--- src/rtl/spi_master_ctrl.sv ---
// ============================================================================
//  Module      : spi_master_ctrl
//  Description : SPI mode-0 master transaction engine, MSB first, gated by a
//                power-up init_done from the one-shot timer.
//  Revision    : 1.0 - initial release
// ============================================================================
`default_nettype none

module spi_master_ctrl #(
    parameter int DATA_W  = 8,
    parameter int CLK_DIV = 4
) (
    input  logic              clk,
    input  logic              rst_n,
    input  logic              init_done,
    input  logic              start,
    input  logic [DATA_W-1:0] tx_data,
    input  logic              miso,
    output logic              ready,
    output logic              sclk,
    output logic              mosi,
    output logic              ss_n,
    output logic [DATA_W-1:0] rx_data,
    output logic              rx_valid
);

    localparam int DIV_W = (CLK_DIV > 1) ? $clog2(CLK_DIV) : 1;
    localparam int BIT_W = $clog2(DATA_W + 1);

    localparam logic [DIV_W-1:0] C_DIV_LAST = DIV_W'(CLK_DIV - 1);
    localparam logic [DIV_W-1:0] C_DIV_ONE  = DIV_W'(1);
    localparam logic [BIT_W-1:0] C_BIT_LAST = BIT_W'(DATA_W);
    localparam logic [BIT_W-1:0] C_BIT_ONE  = BIT_W'(1);

    localparam logic [2:0] S_WAIT_INIT = 3'd0;
    localparam logic [2:0] S_READY     = 3'd1;
    localparam logic [2:0] S_LEAD      = 3'd2;
    localparam logic [2:0] S_XFER      = 3'd3;
    localparam logic [2:0] S_TRAIL     = 3'd4;
    localparam logic [2:0] S_DONE      = 3'd5;

    logic [2:0]        state_q,   state_d;
    logic [DIV_W-1:0]  div_q,     div_d;
    logic [BIT_W-1:0]  bit_q,     bit_d;
    logic [DATA_W-1:0] shift_q,   shift_d;
    logic              ready_q,   ready_d;
    logic              sclk_q,    sclk_d;
    logic              mosi_q,    mosi_d;
    logic              ss_n_q,    ss_n_d;
    logic [DATA_W-1:0] rx_data_q, rx_data_d;
    logic              rx_valid_q, rx_valid_d;

    logic              w_div_end;
    logic [DATA_W-1:0] w_shift_in;

    assign w_div_end  = (div_q == C_DIV_LAST);
    // miso is captured on the same edge that drives sclk high.
    assign w_shift_in = {shift_q[DATA_W-2:0], miso};

    always_comb begin
        state_d    = state_q;
        div_d      = div_q;
        bit_d      = bit_q;
        shift_d    = shift_q;
        ready_d    = ready_q;
        sclk_d     = sclk_q;
        mosi_d     = mosi_q;
        ss_n_d     = ss_n_q;
        rx_data_d  = rx_data_q;
        rx_valid_d = 1'b0;

        case (state_q)
            S_WAIT_INIT: begin
                if (init_done) begin
                    state_d = S_READY;
                    ready_d = 1'b1;
                end
            end
            S_READY: begin
                if (start) begin
                    state_d = S_LEAD;
                    ready_d = 1'b0;
                    ss_n_d  = 1'b0;
                    mosi_d  = tx_data[DATA_W-1];
                    shift_d = tx_data;
                    div_d   = '0;
                    bit_d   = '0;
                end
            end
            S_LEAD: begin
                if (w_div_end) begin
                    state_d = S_XFER;
                    div_d   = '0;
                    sclk_d  = 1'b1;
                    shift_d = w_shift_in;
                    bit_d   = bit_q + C_BIT_ONE;
                end else begin
                    div_d = div_q + C_DIV_ONE;
                end
            end
            S_XFER: begin
                if (w_div_end) begin
                    div_d = '0;
                    if (sclk_q) begin
                        sclk_d = 1'b0;
                        if (bit_q != C_BIT_LAST) begin
                            mosi_d = shift_q[DATA_W-1];
                        end
                    end else if (bit_q == C_BIT_LAST) begin
                        // Final low half-period has elapsed.
                        state_d = S_TRAIL;
                    end else begin
                        sclk_d  = 1'b1;
                        shift_d = w_shift_in;
                        bit_d   = bit_q + C_BIT_ONE;
                    end
                end else begin
                    div_d = div_q + C_DIV_ONE;
                end
            end
            S_TRAIL: begin
                if (w_div_end) begin
                    state_d    = S_DONE;
                    div_d      = '0;
                    ss_n_d     = 1'b1;
                    rx_valid_d = 1'b1;
                    rx_data_d  = shift_q;
                end else begin
                    div_d = div_q + C_DIV_ONE;
                end
            end
            S_DONE: begin
                state_d = S_READY;
                ready_d = 1'b1;
                bit_d   = '0;
            end
            default: begin
                state_d = S_WAIT_INIT;
                ready_d = 1'b0;
                ss_n_d  = 1'b1;
                sclk_d  = 1'b0;
            end
        endcase
    end

    always_ff @(posedge clk) begin
        if (!rst_n) begin
            state_q    <= S_WAIT_INIT;
            div_q      <= '0;
            bit_q      <= '0;
            shift_q    <= '0;
            ready_q    <= 1'b0;
            sclk_q     <= 1'b0;
            mosi_q     <= 1'b0;
            ss_n_q     <= 1'b1;
            rx_data_q  <= '0;
            rx_valid_q <= 1'b0;
        end else begin
            state_q    <= state_d;
            div_q      <= div_d;
            bit_q      <= bit_d;
            shift_q    <= shift_d;
            ready_q    <= ready_d;
            sclk_q     <= sclk_d;
            mosi_q     <= mosi_d;
            ss_n_q     <= ss_n_d;
            rx_data_q  <= rx_data_d;
            rx_valid_q <= rx_valid_d;
        end
    end

    assign ready    = ready_q;
    assign sclk     = sclk_q;
    assign mosi     = mosi_q;
    assign ss_n     = ss_n_q;
    assign rx_data  = rx_data_q;
    assign rx_valid = rx_valid_q;

endmodule

`default_nettype wire

--- config.mk ---
export PLATFORM = sky130hd
export DESIGN_NAME = spi_master_ctrl
export DESIGN_NICKNAME = d
export VERILOG_FILES = /design/src/rtl/spi_master_ctrl.sv
export SDC_FILE = /design/constraint.sdc
export NUM_CORES = 1
export LEC_CHECK = 0
export BUFFER_PORTS_ARGS = -buffer_cell sky130_fd_sc_hd__buf_2
export CAP_MARGIN = 20
export CORE_MARGIN = 3
export CORE_UTILIZATION = 25
export DETAILED_ROUTE_END_ITERATION = 16
export PLACE_DENSITY = 0.5
export SYNTH_ARGS = -nofsm -noshare
export SYNTH_HDL_FRONTEND = slang
export SYNTH_SLANG_ARGS = --single-unit
--- constraint.sdc ---
create_clock -name clk -period 5.6 [get_ports clk]
set_clock_uncertainty 0.15 [all_clocks]
set_input_delay 0.56 -clock clk [delete_from_list [all_inputs] [get_ports clk]]
set_output_delay 0.56 -clock clk [all_outputs]
set_load 0.02 [all_outputs]
== Word level (Yosys, flattened, before mapping) ==
Cells that the tools add are included.

* Bits of input ports: 13
* Logic and storage cells: 89
* Bits in registers: 30
* Output and inout bits: 13

* Bitwise gates (word level): 3
* Equality and inequality tests: 18
* $add $sub $neg: 2
* Muxes and demuxes: 38
* Reductions and logical operators: 18

{| class="wikitable"
|+ Operator list
! cell !! count
|-
| 8-bit 2-to-1 mux || 5
|-
| 8-bit one-hot mux with 3 select lines || 1
|-
| 3-bit 2-to-1 mux || 7
|-
| 4-bit 2-to-1 mux || 5
|-
| 2-bit != test (second input constant) || 10
|-
| 3-bit one-hot mux with 6 select lines || 1
|-
| 4-bit one-hot mux with 4 select lines || 1
|-
| 6-bit AND reduction || 2
|-
| 1-bit 2-to-1 mux || 11
|-
| 3-bit AND reduction || 3
|-
| 4-bit OR reduction || 2
|-
| 7-bit AND reduction || 1
|-
| 3-bit by 2-bit == test with 1-bit output (second input constant) || 2
|-
| 3-bit == test (second input constant) || 2
|-
| 1-bit one-hot mux with 3 select lines || 2
|-
| 2-bit AND reduction || 3
|-
| 5-bit AND reduction || 1
|-
| 4-bit by 1-bit adder with 4-bit output (second input constant) || 1
|-
| 4-bit == test (second input constant) || 1
|-
| 2-bit 2-to-1 mux || 2
|-
| 4-bit != test (second input constant) || 1
|-
| 1-bit one-hot mux with 4 select lines || 1
|-
| 2-bit one-hot mux with 2 select lines || 1
|-
| 2-bit nonzero test || 2
|-
| other kinds (9) || 11
|}

== Depth between registers and ports, before layout ==
* Word-level depth: 5
* Depth in mapped cells: 9
* Depth with buffers taken out: 6

== Least setup slack after synthesis ==
No wires, ideal clock.

* Kind: flip-flop to flip-flop
* Start point: reg bit_q[0]
* End point: reg bit_q[3]
* Buffers on the path: 2
* Cell stages (with the launch flop): 9
* Setup time: 127 ps
* Clock period less this slack: 1852 ps
* Path slack: 3748 ps
* Required time: 5323 ps
* Arrival time: 1575 ps
* Cell sequence: dfxtp_1 > inv_1 > ha_1 > and3b_1 > buf_6 > or3_1 > buf_2 > a22oi_1 > o32ai_1

* Cells in the longest elaborated chain, start to end: 5
* Elaborated cells between the ends (all ways): 9
* Those cells by class: 1 x add/sub; 2 x eq/ne; 5 x mux; 1 x reduce/logical

{| class="wikitable"
|+ Ends and longest elaborated chain
! element !! line !! source
|-
| start, declared || 44 || <nowiki>logic [BIT_W-1:0] bit_q, bit_d;</nowiki>
|-
| start signal, assigned || 161 || <nowiki>bit_q <= bit_d;</nowiki>
|-
| 4-bit by 1-bit adder with 4-bit output || 96, 115 ||
|-
| 4-bit 2-to-1 mux || 109 || <nowiki>end else if (bit_q == C_BIT_LAST) begin</nowiki>
|-
| 4-bit 2-to-1 mux || 104 || <nowiki>if (sclk_q) begin</nowiki>
|-
| 4-bit 2-to-1 mux || 102 || <nowiki>if (w_div_end) begin</nowiki>
|-
| 4-bit one-hot mux with 4 select lines || 72 || <nowiki>case (state_q)</nowiki>
|}

Several ways; a longest one is shown, not always the timed one. The select of a mux whose other input is x is not followed.
A chain may end at the register's enable or synchronous reset.

== Final worst setup path ==
* Start point: reg div_q[0]
* End point: reg shift_q[1]

* Cells in the longest elaborated chain, start to end: 3
* Elaborated cells between the ends (all ways): 4
* Those cells by class: 3 x eq/ne; 1 x reduce/logical

{| class="wikitable"
|+ Ends and longest elaborated chain
! element !! line !! source
|-
| start, declared || 43 || <nowiki>logic [DIV_W-1:0] div_q, div_d;</nowiki>
|-
| start signal, assigned || 160 || <nowiki>div_q <= div_d;</nowiki>
|-
| 2-bit == test (*) || 56 || <nowiki>assign w_div_end = (div_q == C_DIV_LAST);</nowiki>
|-
| via w_div_end || 53 || <nowiki>logic w_div_end;</nowiki>
|-
| 2-bit != test (no source line) || n/a ||
|-
| 6-bit AND reduction (no source line) (*) || n/a ||
|-
| end signal, assigned || 162 || <nowiki>shift_q <= shift_d;</nowiki>
|-
| end, declared || 45 || <nowiki>logic [DATA_W-1:0] shift_q, shift_d;</nowiki>
|}

Mark *: on every way through the listed nets, which the timed path passes. The rest lies on a longest branch.

==> metrics <==
largest net degree at the start of global routing 32; setup TNS 0 ps; ratio of final minimum period to clock period about two fifths; Reg clk slew, reported paths about 70 ps; worst setup path startpoint div_q[0]$_SDFFE_PN0P_; IO Pins 26; first-pass GRT wire length 6080 um; remaining routing DRC violations 0; post-DP HPWL 2480 um; clock tree sinks 30; crit-path cells ha_1 -> nand3b_1 -> or3_1 -> nand2b_1 -> a21oi_1; syn_nets slightly below 200; max cap viols 0; reg2reg start div_q[0]$_SDFFE_PN0P_; DR pass1 iterations 4; TritonCTS clock tree yes; Resized cells post-CTS 0; IO Port Bufs 25; CP Launch Type flip-flop; max incr delay on CP ~450 ps; fin. max-slew vios 0; slowest cell on the critical path or3_1; # nets final between 200 and 250; CTS Hold Bufs 0; Setup crit end shift_q[1]$_SDFFE_PN0P_; DP Worst Slack between 3000 and 4000 ps; Cell Rows 27; crit-path max FO 10; final instance area between 0.0015 and 0.002 mm2; Total GRT Usage approximately a tenth; Leak Pwr ~0.00069 uW; Die Span Y approximately 84 um; RSZ-0062 raised after global routing false; # H-tree levels 2; die area approximately 0.0070 mm2; register area share after synthesis 39.7%; Async SR Flop Fraction 0%; register area between 600 and 700 um2; final worst path period need 2160 ps; vias in the first global route 1271; WP buf/inv 0; multi-input logic area 813 um2; starting density of the core a little over a quarter; hold crit path type flip-flop to flip-flop; reg2reg end shift_q[1]$_SDFFE_PN0P_; P&R area growth vs syn 19.2%; flop2flop setup slack 3440 ps; grt total ovfl 0; filler cell count roughly 640; core area about 0.0057 mm2; WP data required ~5600 ps; Ys Warns 0; setup bufs post-CTS 0; final setup margin between 3000 and 4000 ps; CTS buffer count 5; crit path DAT approximately 2200 ps; critical setup path kind flip-flop to flip-flop; Post-synth EDFFs 0; Power Dens Cells between 300 and 400 mW/mm2; maximum VDD drop 0.000127 V; Cells after Synth 179; FF+latch count, synth 30; root buf cell clkbuf_8; Final Setup Violations 0; headroom to the max-slew limit 61.3%; placed cell area between 0.0015 and 0.002 mm2; Syn Std Cell Area 0.00151 mm2; Clk Latency, worst-skew pair between 200 and 300 ps; Slew @ Worst Pin 580 ps; reg2reg path depth 5; initial antenna violation count 0; via count approximately 1300; Max Root-Sink Buffers 2; drt total wl roughly 3700 um; top_reg_cell synth dfxtp_1; 1st-iter DRT viols about 150; GP Congestion approximately 0.80; status completed; WP depth 5; Vias per Instance 4.87; Antenna Nets Post-Route 0; CP Capture Type flip-flop; ratio of cells with drive above 1 in the final layout between 20% and 30%; WL/cell 13.7 um; synth unique cells 40; delay-heaviest family, CP simple AND/OR/NAND/NOR gates; fmax roughly 460 MHz; Die Span X ~84 um; Final Hold Fails 0; n_diodes 0; mean area per synthesized cell 8.44 um2
report_power, final:
part           internal [uW]  switching, uW
Clock                    190           89.8
Combinational           26.4           35.4
Sequential               224           11.8
Total                    440            137
per-stage QoR:
step                hold WS, ps  power [uW]  std cells  utilization (%)
floorplan                   295         286        179                -
global placement            295         304        262             29.2
detailed placement          300         302        262             29.2
CTS                         313         581        270             31.7
global route                343         599        270             31.7
finish                      307         577        270             31.7
layer usage:
metal / wire, um / vias up / GRT usage [%]
li1: - / 680 / -
met1: 1860 / 600 / 13.6
met2: 1650 / 29 / 16.3
met3: 123 / 6 / 3.06
met4: 51 / 0 / 4.39
met5: 0 / - / 0
synth_stat cells (2+ instances only):
cell type | number | area [um2]
o21ai_0 | 8 | 40.0
inv_1 | 6 | 22.5
nand3_1 | 3 | 15.0
nand4_1 | 3 | 18.8
nand2b_1 | 4 | 25.0
mux2i_1 | 10 | 100
o21bai_1 | 2 | 15.0
nand3b_1 | 3 | 22.5
mux2_2 | 2 | 22.5
o31ai_1 | 9 | 67.6
buf_2 | 6 | 30.0
o32ai_1 | 2 | 17.5
nor2b_1 | 2 | 12.5
nor2_1 | 9 | 33.8
buf_1 | 2 | 7.51
clkbuf_1 | 5 | 18.8
ha_1 | 3 | 37.5
a21oi_1 | 22 | 110
a32oi_1 | 3 | 26.3
dfxtp_1 | 30 | 601
a22oi_1 | 3 | 22.5
nand2_1 | 23 | 86.3
nor4_1 | 2 | 12.5
how the worst min path moves through the flow:
stage,from,end,slack [ps],cells past startpoint
after floorplan,shift_q[0]$_SDFFE_PN0P_,rx_data[0]$_SDFFE_PN0P_,290,2
after global placement,rx_data[2]$_SDFFE_PN0P_,rx_data[2]$_SDFFE_PN0P_,290,2
after detailed placement,rx_data[0]$_SDFFE_PN0P_,rx_data[0]$_SDFFE_PN0P_,300,2
after CTS,rx_data[6]$_SDFFE_PN0P_,rx_data[6]$_SDFFE_PN0P_,310,2
after global routing,rx_data[6]$_SDFFE_PN0P_,rx_data[6]$_SDFFE_PN0P_,340,2
final,rx_data[6]$_SDFFE_PN0P_,rx_data[6]$_SDFFE_PN0P_,310,2
sequential cells by signal (all words and copies together) (netlist names):
| register | cells |
|---|---|
| bit_q | 4 |
| div_q | 2 |
| mosi | 1 |
| ready | 1 |
| rx_data | 8 |
| rx_valid | 1 |
| sclk | 1 |
| shift_q | 8 |
| ss_n | 1 |
| state_q | 3 |
tightest hold or removal path, delay by kind of cell (launching register included):
family | cells | cell delay [ps]
simple gates | 1 | 50
flops | 1 | 310
compound gates | 1 | 50
kinds of logic after synthesis:
group	synth area share, %
AO/OA/AOI/OAI	24.3
adder cells (fa/ha/maj)	2.48
buffers and inverters	6.46
flip-flops	39.7
multiplexers	8.11
AND/OR/NAND/NOR	18.9
placed cells by master, fill, tap and decap left out, types with 3 or more instances in the layout:
cell,netlist,final
nand2b_1,4,4
dfxtp_1,30,30
buf_2,6,25
nand3b_1,3,3
ha_1,3,3
a32oi_1,3,3
mux2i_1,10,10
clkbuf_8,0,6
nand2_1,23,23
nand3_1,3,3
o21ai_0,8,8
nand4_1,3,3
a21oi_1,22,22
a22oi_1,3,3
inv_1,6,6
nor2_1,9,9
o31ai_1,9,9
final cells by class:
class                           count  area share (%)
Multi-Input combinational cell    128            45.1
Tap cell                           72            5.00
Clock inverter                      2            3.33
Inverter                            6            1.25
Timing Repair Buffer               26            7.36
Sequential cell                    30            33.3
Clock buffer                        6            4.58
Note: power is estimated with default switching activity, not from simulation.
